`config.mk`:
```
export PLATFORM = sky130hd
export DESIGN_NAME = mem_port_arbiter
export DESIGN_NICKNAME = d
export VERILOG_FILES = /design/src/rtl/mem_arb_pkg.sv /design/src/rtl/rr_pick2.sv /design/src/rtl/twoToOneMux_32.sv /design/src/rtl/mem_port_arbiter.sv
export SDC_FILE = /design/constraint.sdc
export NUM_CORES = 1
export LEC_CHECK = 0
export ABC_CLOCK_PERIOD_IN_PS = 1700
export CELL_PAD_IN_SITES_DETAIL_PLACEMENT = 0
export CELL_PAD_IN_SITES_GLOBAL_PLACEMENT = 2
export CORE_ASPECT_RATIO = 0.75
export CORE_MARGIN = 5
export CORE_UTILIZATION = 15
export CTS_BUF_LIST = sky130_fd_sc_hd__clkbuf_4
export DETAILED_ROUTE_END_ITERATION = 6
export HOLD_SLACK_MARGIN = 0.05
export PLACE_DENSITY_LB_ADDON = 0.1
export SLEW_MARGIN = 10
export SYNTH_ARGS = -nofsm -noshare
export SYNTH_HDL_FRONTEND = slang
export SYNTH_SLANG_ARGS = --single-unit
```
`constraint.sdc`:
```
create_clock -name clk -period 1.7 [get_ports clk]
set_input_delay 0.51 -clock clk [delete_from_list [all_inputs] [get_ports clk]]
set_output_delay 0.51 -clock clk [all_outputs]
set_load 0.02 [all_outputs]
```
`src/rtl/mem_arb_pkg.sv`:
```
// mem_arb_pkg
//   Shared types and constants for the memory-port arbiter.
//   - state_t     : arbiter FSM states (IDLE, BUSY, RESP)
//   - PORT_A/B    : encoding used for mem_sel, last_grant and grant_port
//   - cnt_width() : width of the BUSY-cycle counter for a given latency
package mem_arb_pkg;

    typedef enum logic [1:0] {
        IDLE = 2'd0,
        BUSY = 2'd1,
        RESP = 2'd2
    } state_t;

    // Port A is instruction fetch, port B is data access.
    localparam logic PORT_A = 1'b0;
    localparam logic PORT_B = 1'b1;

    // The counter has to hold values 0..lat, since it keeps incrementing in
    // the last BUSY cycle and never wraps.
    function automatic int cnt_width(input int lat);
        if (lat < 1) begin
            return 1;
        end
        return $clog2(lat + 1);
    endfunction

endpackage

```
`src/rtl/rr_pick2.sv`:
```
// rr_pick2
//   Two-way round-robin pick. A lone requester always wins; on a tie the
//   port that did not win last time is chosen.
//   Ports:
//     req_a       in  1  request from port A
//     req_b       in  1  request from port B
//     last_grant  in  1  port that won the previous arbitration
//     grant_valid out 1  at least one request present
//     grant_port  out 1  winning port (PORT_A / PORT_B)
module rr_pick2
    import mem_arb_pkg::*;
(
    input  logic req_a,
    input  logic req_b,
    input  logic last_grant,
    output logic grant_valid,
    output logic grant_port
);

    always_comb begin
        grant_valid = req_a | req_b;
        grant_port  = PORT_A;
        if (req_a && req_b) begin
            // Tie: hand the port to whoever was not served last.
            grant_port = (last_grant == PORT_A) ? PORT_B : PORT_A;
        end else if (req_b) begin
            grant_port = PORT_B;
        end else begin
            grant_port = PORT_A;
        end
    end

endmodule

```
`src/rtl/twoToOneMux_32.sv`:
```
// twoToOneMux_32
//   Plain 2:1 multiplexer used on the unified-memory address and
//   write-data paths.
//   Ports:
//     a   in  W   leg selected when sel = 0
//     b   in  W   leg selected when sel = 1
//     sel in  1   select
//     y   out W   selected leg
module twoToOneMux_32 #(
    parameter int W = 32
) (
    input  logic [W-1:0] a,
    input  logic [W-1:0] b,
    input  logic         sel,
    output logic [W-1:0] y
);

    assign y = sel ? b : a;

endmodule

```
`src/rtl/mem_port_arbiter.sv`:
```
// mem_port_arbiter
//   Shares one memory port between instruction fetch (A) and data access
//   (B). Arbitrates in IDLE, runs a fixed MEM_LAT-cycle access in BUSY,
//   then pulses the granted port's ack for one cycle in RESP.
//
//   Handshake (both ports): the requester raises req with its address (and,
//   for B, we/wdata) stable and holds it until it sees the one-cycle ack.
//   An ack is only ever issued to the port whose access just finished. If
//   req is still high in the cycle after ack, it is a fresh request and is
//   arbitrated again like any other.
//
//   Ports:
//     clk, rst               clock, synchronous active-high reset
//     a_req/a_addr/a_ack     fetch port
//     b_req/b_we/b_addr/
//     b_wdata/b_ack          data port
//     rdata                  read data of the last completed access
//     mem_sel                mux select (0 = A, 1 = B)
//     mem_en/mem_we          memory enable / write enable
//     mem_addr/mem_wdata     muxed address / write data
//     mem_rdata              memory read data, valid in last BUSY cycle
//     busy                   high in BUSY and RESP
//     dbg_state              current FSM state
module mem_port_arbiter
    import mem_arb_pkg::*;
#(
    parameter int MEM_LAT = 2,
    parameter int DATA_W  = 32
) (
    input  logic              clk,
    input  logic              rst,
    input  logic              a_req,
    input  logic [DATA_W-1:0] a_addr,
    output logic              a_ack,
    input  logic              b_req,
    input  logic              b_we,
    input  logic [DATA_W-1:0] b_addr,
    input  logic [DATA_W-1:0] b_wdata,
    output logic              b_ack,
    output logic [DATA_W-1:0] rdata,
    output logic              mem_sel,
    output logic              mem_en,
    output logic              mem_we,
    output logic [DATA_W-1:0] mem_addr,
    output logic [DATA_W-1:0] mem_wdata,
    input  logic [DATA_W-1:0] mem_rdata,
    output logic              busy,
    output state_t            dbg_state
);

    localparam int CW = cnt_width(MEM_LAT);

    generate
        if (MEM_LAT < 1 || MEM_LAT > 15) begin : g_bad_lat
            $error("mem_port_arbiter: MEM_LAT must be in 1..15");
        end
    endgenerate

    localparam logic [CW-1:0] LAST_CNT = CW'(MEM_LAT - 1);

    state_t            state_q;
    state_t            state_d;
    logic [CW-1:0]     cnt_q;
    logic              sel_q;
    logic              last_grant_q;
    logic [DATA_W-1:0] rdata_q;
    logic              a_ack_q;
    logic              b_ack_q;

    logic              grant_valid;
    logic              grant_port;
    logic              last_busy;
    logic [DATA_W-1:0] a_wdata_tie;

    // ------------------------------------------------------------------
    // Arbitration
    // ------------------------------------------------------------------
    rr_pick2 u_pick (
        .req_a       (a_req),
        .req_b       (b_req),
        .last_grant  (last_grant_q),
        .grant_valid (grant_valid),
        .grant_port  (grant_port)
    );

    assign last_busy = (state_q == BUSY) && (cnt_q == LAST_CNT);

    // ------------------------------------------------------------------
    // FSM next state
    // ------------------------------------------------------------------
    always_comb begin
        state_d = state_q;
        case (state_q)
            IDLE: begin
                if (grant_valid) begin
                    state_d = BUSY;
                end
            end
            BUSY: begin
                if (cnt_q == LAST_CNT) begin
                    state_d = RESP;
                end
            end
            RESP: begin
                state_d = IDLE;
            end
            default: begin
                state_d = IDLE;
            end
        endcase
    end

    // ------------------------------------------------------------------
    // Registers
    // ------------------------------------------------------------------
    always_ff @(posedge clk) begin
        if (rst) begin
            state_q      <= IDLE;
            cnt_q        <= '0;
            sel_q        <= PORT_A;
            last_grant_q <= PORT_B;
            rdata_q      <= '0;
            a_ack_q      <= 1'b0;
            b_ack_q      <= 1'b0;
        end else begin
            state_q <= state_d;
            // Acks are registered so they line up exactly with RESP.
            a_ack_q <= last_busy && (sel_q == PORT_A);
            b_ack_q <= last_busy && (sel_q == PORT_B);

            if (state_q == IDLE && grant_valid) begin
                sel_q        <= grant_port;
                last_grant_q <= grant_port;
                cnt_q        <= '0;
            end

            // Counter runs through the whole BUSY phase and ends at
            // MEM_LAT; it is cleared again on the next grant.
            if (state_q == BUSY) begin
                cnt_q <= cnt_q + CW'(1);
            end

            // Captured for writes too; the value is simply unused then.
            if (last_busy) begin
                rdata_q <= mem_rdata;
            end
        end
    end

    // ------------------------------------------------------------------
    // Datapath muxes
    // ------------------------------------------------------------------
    // Fetch never writes, so its write-data leg is constant zero.
    assign a_wdata_tie = '0;

    twoToOneMux_32 #(
        .W (DATA_W)
    ) u_addr_mux (
        .a   (a_addr),
        .b   (b_addr),
        .sel (sel_q),
        .y   (mem_addr)
    );

    twoToOneMux_32 #(
        .W (DATA_W)
    ) u_wdata_mux (
        .a   (a_wdata_tie),
        .b   (b_wdata),
        .sel (sel_q),
        .y   (mem_wdata)
    );

    // ------------------------------------------------------------------
    // Outputs
    // ------------------------------------------------------------------
    assign a_ack     = a_ack_q;
    assign b_ack     = b_ack_q;
    assign rdata     = rdata_q;
    assign mem_sel   = sel_q;
    assign mem_en    = (state_q == BUSY);
    assign mem_we    = (state_q == BUSY) && (sel_q == PORT_B) && b_we;
    assign busy      = (state_q != IDLE);
    assign dbg_state = state_q;

endmodule

```
* After elaboration in Yosys (flattened, before gate mapping)
Index checks and enable logic that the tools add are counted.
** Storage, ports and cells
- Register bits :: 40
- Output and inout bits :: 104
- Logic and storage cells :: 35
** Operators by class
- $add $sub $neg :: 1
- Eq/ne operators :: 4
- Mux-type cells :: 10
- Bitwise operators :: 2
- Reductions and logical operators :: 11
** Operators with widths (number)
- $mux 32 :: 2
- $mux 2 :: 4
- $logic_and 1x1->1 :: 7
- $eq 2x1->1 const B :: 2
- $pmux 2 s2 :: 1
- $reduce_bool 2->1 :: 2
- $mux 1 :: 3
- $add 2x1->2 const B :: 1
- $logic_not 2->1 :: 1
- $ne 2x1->1 const B :: 1
- $ne 2x2->1 const B :: 1
- $reduce_and 2->1 :: 1
- $not 1->1 :: 1
- $or 1x1->1 :: 1

* Depth between registers and ports, before layout
- Depth after elaboration :: 4
- Gate-level depth with buffers :: 6

* By module
Synthesis repeated with hierarchy kept, for this count alone.
** Unflattened totals
- Cell total of the unflattened synthesis :: 248
- Area, all modules :: 2915.3 sq um
** By module, submodules not included
- mem_port_arbiter :: instances 1, cells an instance 174, area an instance 1813.0 sq um, sequential area each 800.8 sq um
- twoToOneMux_32 :: instances 2, cells an instance 36, area an instance 544.3 sq um, sequential area each 0.0 sq um
- rr_pick2 :: instances 1, cells an instance 2, area an instance 13.8 sq um, sequential area each 0.0 sq um

* Worst setup path after synthesis
OpenSTA, ideal clock, no wires.
- Kind :: reg2out
- From :: register sel_q (netlist: mem_sel)
- To :: output port mem_wdata[1]
- Arrival time :: 1.195 ns
- Required time :: 1.190 ns
- Path slack :: -0.005 ns
- Cell stages (with the launch flop) :: 4
- Buffers on the path :: 2
- Cells stage by stage :: dfxtp_1 buf_2 clkbuf_1 and2_1
** Between the ends
- Cells in the longest elaborated chain, start to end :: 1
** Ends and longest elaborated chain
- start, declared :: line mem_port_arbiter.sv:64 : logic sel_q;
- start signal, assigned :: line mem_port_arbiter.sv:132 : sel_q <= grant_port;
- $mux 32 :: line twoToOneMux_32.sv:18 : assign y = sel ? b : a;
- end, declared :: line mem_port_arbiter.sv:45 : output logic [DATA_W-1:0] mem_wdata,
No other way between the ends.

* Worst setup path after layout
- From :: register sel_q (netlist: mem_sel)
- To :: output port mem_addr[23]
** Between the ends
- Cells in the longest elaborated chain, start to end :: 1
** Ends and longest elaborated chain
- $mux 32 :: line twoToOneMux_32.sv:18
- end, declared :: line mem_port_arbiter.sv:44 : output logic [DATA_W-1:0] mem_addr,
No other way between the ends.

==> results by group <==
Power and ir drop
  • Part of the power in registers: 35.8%
  • VDD IR-drop max: 0.203 mV
  • Switching Share: 31.4%
  • Clock power frac: 16.8%
  • Power Density: 527 nW/µm²
  • Internal power component: 1.94 mW
  • Logic pwr share: 47.3%
  • Power dissipated by switching net loads: 0.887 mW
  • Leakage Power: 2.32 nW

STA
  • Period minus WS final: 1980 ps
  • RSZ-0062 raised after global routing: yes
  • Fmax: 0.505 GHz
  • Worst-case headroom to the max-slew limit: 76.0%
  • Total negative slack for setup checks: -11890 ps
  • Crit share post-route: 116%
  • Total setup violations reported at the end of the flow: 65
  • Hold Vio Cnt, Final: 0
  • Final setup skew: 2.13 ps
  • Worst-margin pin slew: 350 ps
  • Post-layout worst setup margin: -278 ps
  • Number of slew-limit violations in the final report: 0

Logic synthesis
  • Count of yosys warnings during synthesis: 0
  • Post-Syn Area per Cell: 9.78 µm²
  • Sequential share of the synthesized area: 33.2%
  • Syn Std Cell Area: 2410 µm²
  • Post-synthesis net count: 381
  • Largest area contributor in the netlist: sky130_fd_sc_hd__dfxtp_1
  • Leading cell types by total area after synthesis: sky130_fd_sc_hd__dfxtp_1 33%, sky130_fd_sc_hd__nand2b_1 17%, sky130_fd_sc_hd__mux2_2 15%, sky130_fd_sc_hd__mux2i_1 13%, sky130_fd_sc_hd__and2_1 8.3%
  • Cell variety after synth: 28
  • Top-area cell type share of the netlist area: 33.2%
  • Post-synthesis cell count: 247
  • Register bit total from synthesis: 40

CTS
  • CTS tree: built
  • Root buffer cell: sky130_fd_sc_hd__clkbuf_4
  • Total CTS buffers: 5
  • Clock-pin slew of the registers on the worst-case setup and hold paths: 120 ps
  • Clk buf depth: 2
  • Number of clock sinks seen by CTS: 40
  • Htree depth: 2
  • Worst-skew pair later-pin latency: 350 ps

Placed design
  • Final HPWL DP: 7970 µm
  • Routability congestion estimate: 0.799
  • Count of port buffers added during placement: 236
  • Placed cell count: 683

Setup path
  • WP data required: 1190 ps
  • RR Startpoint: cnt_q[1]
  • Critical setup path kind: reg2out
  • Critical path capture point type: primary output
  • Capturing element of the worst setup path: mem_addr[23]
  • Critical path fanouts, max: 17
  • Worst flop-to-flop path endpoint: b_ack
  • Crit path launch type: register
  • Arrival time at the worst endpoint: 1470 ps
  • FF-to-FF path depth: 5
  • Reg-to-reg slack, setup: 380 ps
  • Startpoint of the worst setup timing path: mem_sel

Floorplanning
  • Die height: 120 µm
  • Starting utilization of the core area: 15.2%
  • Overall die area: 18800 µm²
  • Core box area: 15900 µm²
  • Site row count: 40
  • Number of placed I/O pins: 237
  • Width of the die: 157 µm

Hold path
  • Origin of the worst min-delay path: rdata[18]
  • Tightest Hold Check Type: reg2reg

Global routing
  • Number of global-route vias before repair: 2663
  • Global-route wire length before repair: 15100 µm
  • Total routing usage reported by global routing: 10.2%
  • Remaining Overflow, GRT: 0
  • Maximum number of pins on one net before global-route repair: 31
  • Number of antenna violations at the first check in global routing: 0

Detailed routing
  • Overall via count from detail_route: 2605
  • Post-detailed-route count of antenna-violating nets: 0
  • Drt wl/cell: 14.8 µm
  • Total wire length after detailed routing: 10400 µm
  • Drc violations: 0
  • Routed via count divided by cell count: 3.70
  • DR pass1 iterations: 4
  • Initial DRC Count: 63

Outcome
  • Status: complete, but fails checks
  • Violated checks: setup timing

Job
  • Max-capacitance violation count: 0

Cells and area
  • Fraction of layout cells with a size suffix above 1: 33.7%
  • N_diodes: 0
  • Non-filler cells, final: 705
  • Count of fill cells added during filler insertion: 1675
  • Net count, final: 629
  • Layout Area Growth over Synthesis: 122%
==> routing by layer <==
metal  up-vias  routed length [µm]  GRT usage (%)
li1       1313                   -              -
met5         -                   0              0
met1      1176                4200           12.3
met2       108                5120           17.3
met3         8                 983           3.71
met4         0                 124           2.38
==> through the flow <==
| step | instance area (µm²) | hold WS [ps] | util, % | setup WS [ps] | power (mW) |
|---|---|---|---|---|---|
| 2_1_floorplan | 2430 | 465 | - | 5.92 | 1.57 |
| 3_3_place_gp | 5010 | 458 | 31.5 | -564 | 2.24 |
| 3_5_place_dp | 5010 | 464 | 31.5 | -561 | 2.24 |
| 4_1_cts | 5150 | 484 | 32.4 | -359 | 2.80 |
| 5_1_grt | 5360 | 499 | 33.7 | -359 | 3.00 |
| 6_report | 5360 | 477 | 33.7 | -278 | 2.83 |
==> Yosys cell counts (all sizes together) <==
master and n:
nor3b 1, and3 2, clkbuf 9, nand3b 1, o221ai 1, and3b 2, a311o 1, nand2b 67
inv 3, nand2 1, or2 1, and2 32, nor2 1, buf 12, nor4b 2, o2bb2ai 1
a2111oi 1, o221a 1, dfxtp 40, ha 1, and2b 1, mux2i 32, mux2 32, nor3 2
==> how the worst min path moves through the flow <==
stage	end	slack, ps	cells past startpoint
2_1_floorplan	mem_sel	470	2
3_3_place_gp	rdata[16]	460	2
3_5_place_dp	rdata[31]	460	2
4_1_cts	rdata[19]	480	2
5_1_grt	rdata[0]	500	2
6_report	rdata[18]	480	2
==> registers in the layout, indices dropped and copies added, names as in the netlist <==
signal        flops
a_ack             1
rdata            32
cnt_q             2
mem_sel           1
dbg_state         2
b_ack             1
last_grant_q      1
==> layout by cell type (no fill, tap or decap) <==
cell,count
sky130_fd_sc_hd__clkdlybuf4s50_1,129
sky130_fd_sc_hd__nand2b_1,67
sky130_fd_sc_hd__buf_6,65
sky130_fd_sc_hd__dfxtp_1,37
sky130_fd_sc_hd__dlygate4sd2_1,36
sky130_fd_sc_hd__mux2i_1,32
sky130_fd_sc_hd__mux2_4,23
sky130_fd_sc_hd__and2_4,22
sky130_fd_sc_hd__buf_2,14
sky130_fd_sc_hd__buf_4,10
sky130_fd_sc_hd__mux2_2,9
sky130_fd_sc_hd__and2_1,6
sky130_fd_sc_hd__clkbuf_4,6
sky130_fd_sc_hd__and2_2,4
sky130_fd_sc_hd__inv_1,3
sky130_fd_sc_hd__buf_12,3
sky130_fd_sc_hd__and3_1,2
sky130_fd_sc_hd__nor3_1,2
sky130_fd_sc_hd__nor4b_1,2
sky130_fd_sc_hd__clkinv_1,2
sky130_fd_sc_hd__buf_16,2
sky130_fd_sc_hd__dfxtp_2,2
sky130_fd_sc_hd__and2b_2,1
sky130_fd_sc_hd__or2_4,1
sky130_fd_sc_hd__and3b_2,1
sky130_fd_sc_hd__a2111oi_0,1
sky130_fd_sc_hd__o221a_2,1
sky130_fd_sc_hd__nand3b_1,1
sky130_fd_sc_hd__nor2_1,1
sky130_fd_sc_hd__and3b_1,1
sky130_fd_sc_hd__a311o_1,1
sky130_fd_sc_hd__nand2_1,1
sky130_fd_sc_hd__nor3b_1,1
sky130_fd_sc_hd__o2bb2ai_1,1
sky130_fd_sc_hd__o221ai_1,1
sky130_fd_sc_hd__ha_1,1
sky130_fd_sc_hd__dfxtp_4,1
sky130_fd_sc_hd__clkdlybuf4s15_2,1
sky130_fd_sc_hd__buf_8,1
==> worst max-delay path, cell delays in order (launching register included) <==
cell                      delay, ps
sky130_fd_sc_hd__dfxtp_4        420
sky130_fd_sc_hd__buf_12         180
sky130_fd_sc_hd__mux2_2         350
sky130_fd_sc_hd__buf_2          160
==> kinds of logic after synthesis <==
group,count (synthesis),share of synthesized area [%]
adders and majority gates,1,0.518
AOI/OAI and AO/OA,5,1.97
DFF,40,33.2
and+or+nand+nor,113,29.5
muxes,64,28.2
buffers and inverters,24,6.63
==> final cells by class <==
type	instances	area, µm²	share of cell area, %
Timing Repair Buffer	262	2630	49.1
Tap cell	210	263	4.90
Inverter	3	11.3	0.210
Multi-Input combinational cell	183	1610	29.9
Clock inverter	2	7.51	0.140
Clock buffer	5	37.5	0.700
Sequential cell	40	807	15.0
==> power by group through the flow <==
stage          registers [mW]  clock network (mW)  logic, mW
5_1_grt                  1.02               0.560       1.42
2_1_floorplan            1.08                   0      0.489
4_1_cts                  1.01               0.522       1.26
3_5_place_dp             1.03                   0       1.20
3_3_place_gp             1.03                   0       1.21
6_report                 1.01               0.476       1.34
==> what timing repair did <==
action | CTS | global route
pin swaps | 0 | 1
resized for setup | 428 | 67
buffers inserted | 11 | 4
endpoints found under the setup margin | 104 | 70
hold buffers | 0 | 0
gates cloned | 2 | 0
(Power assumes the default switching activity.)
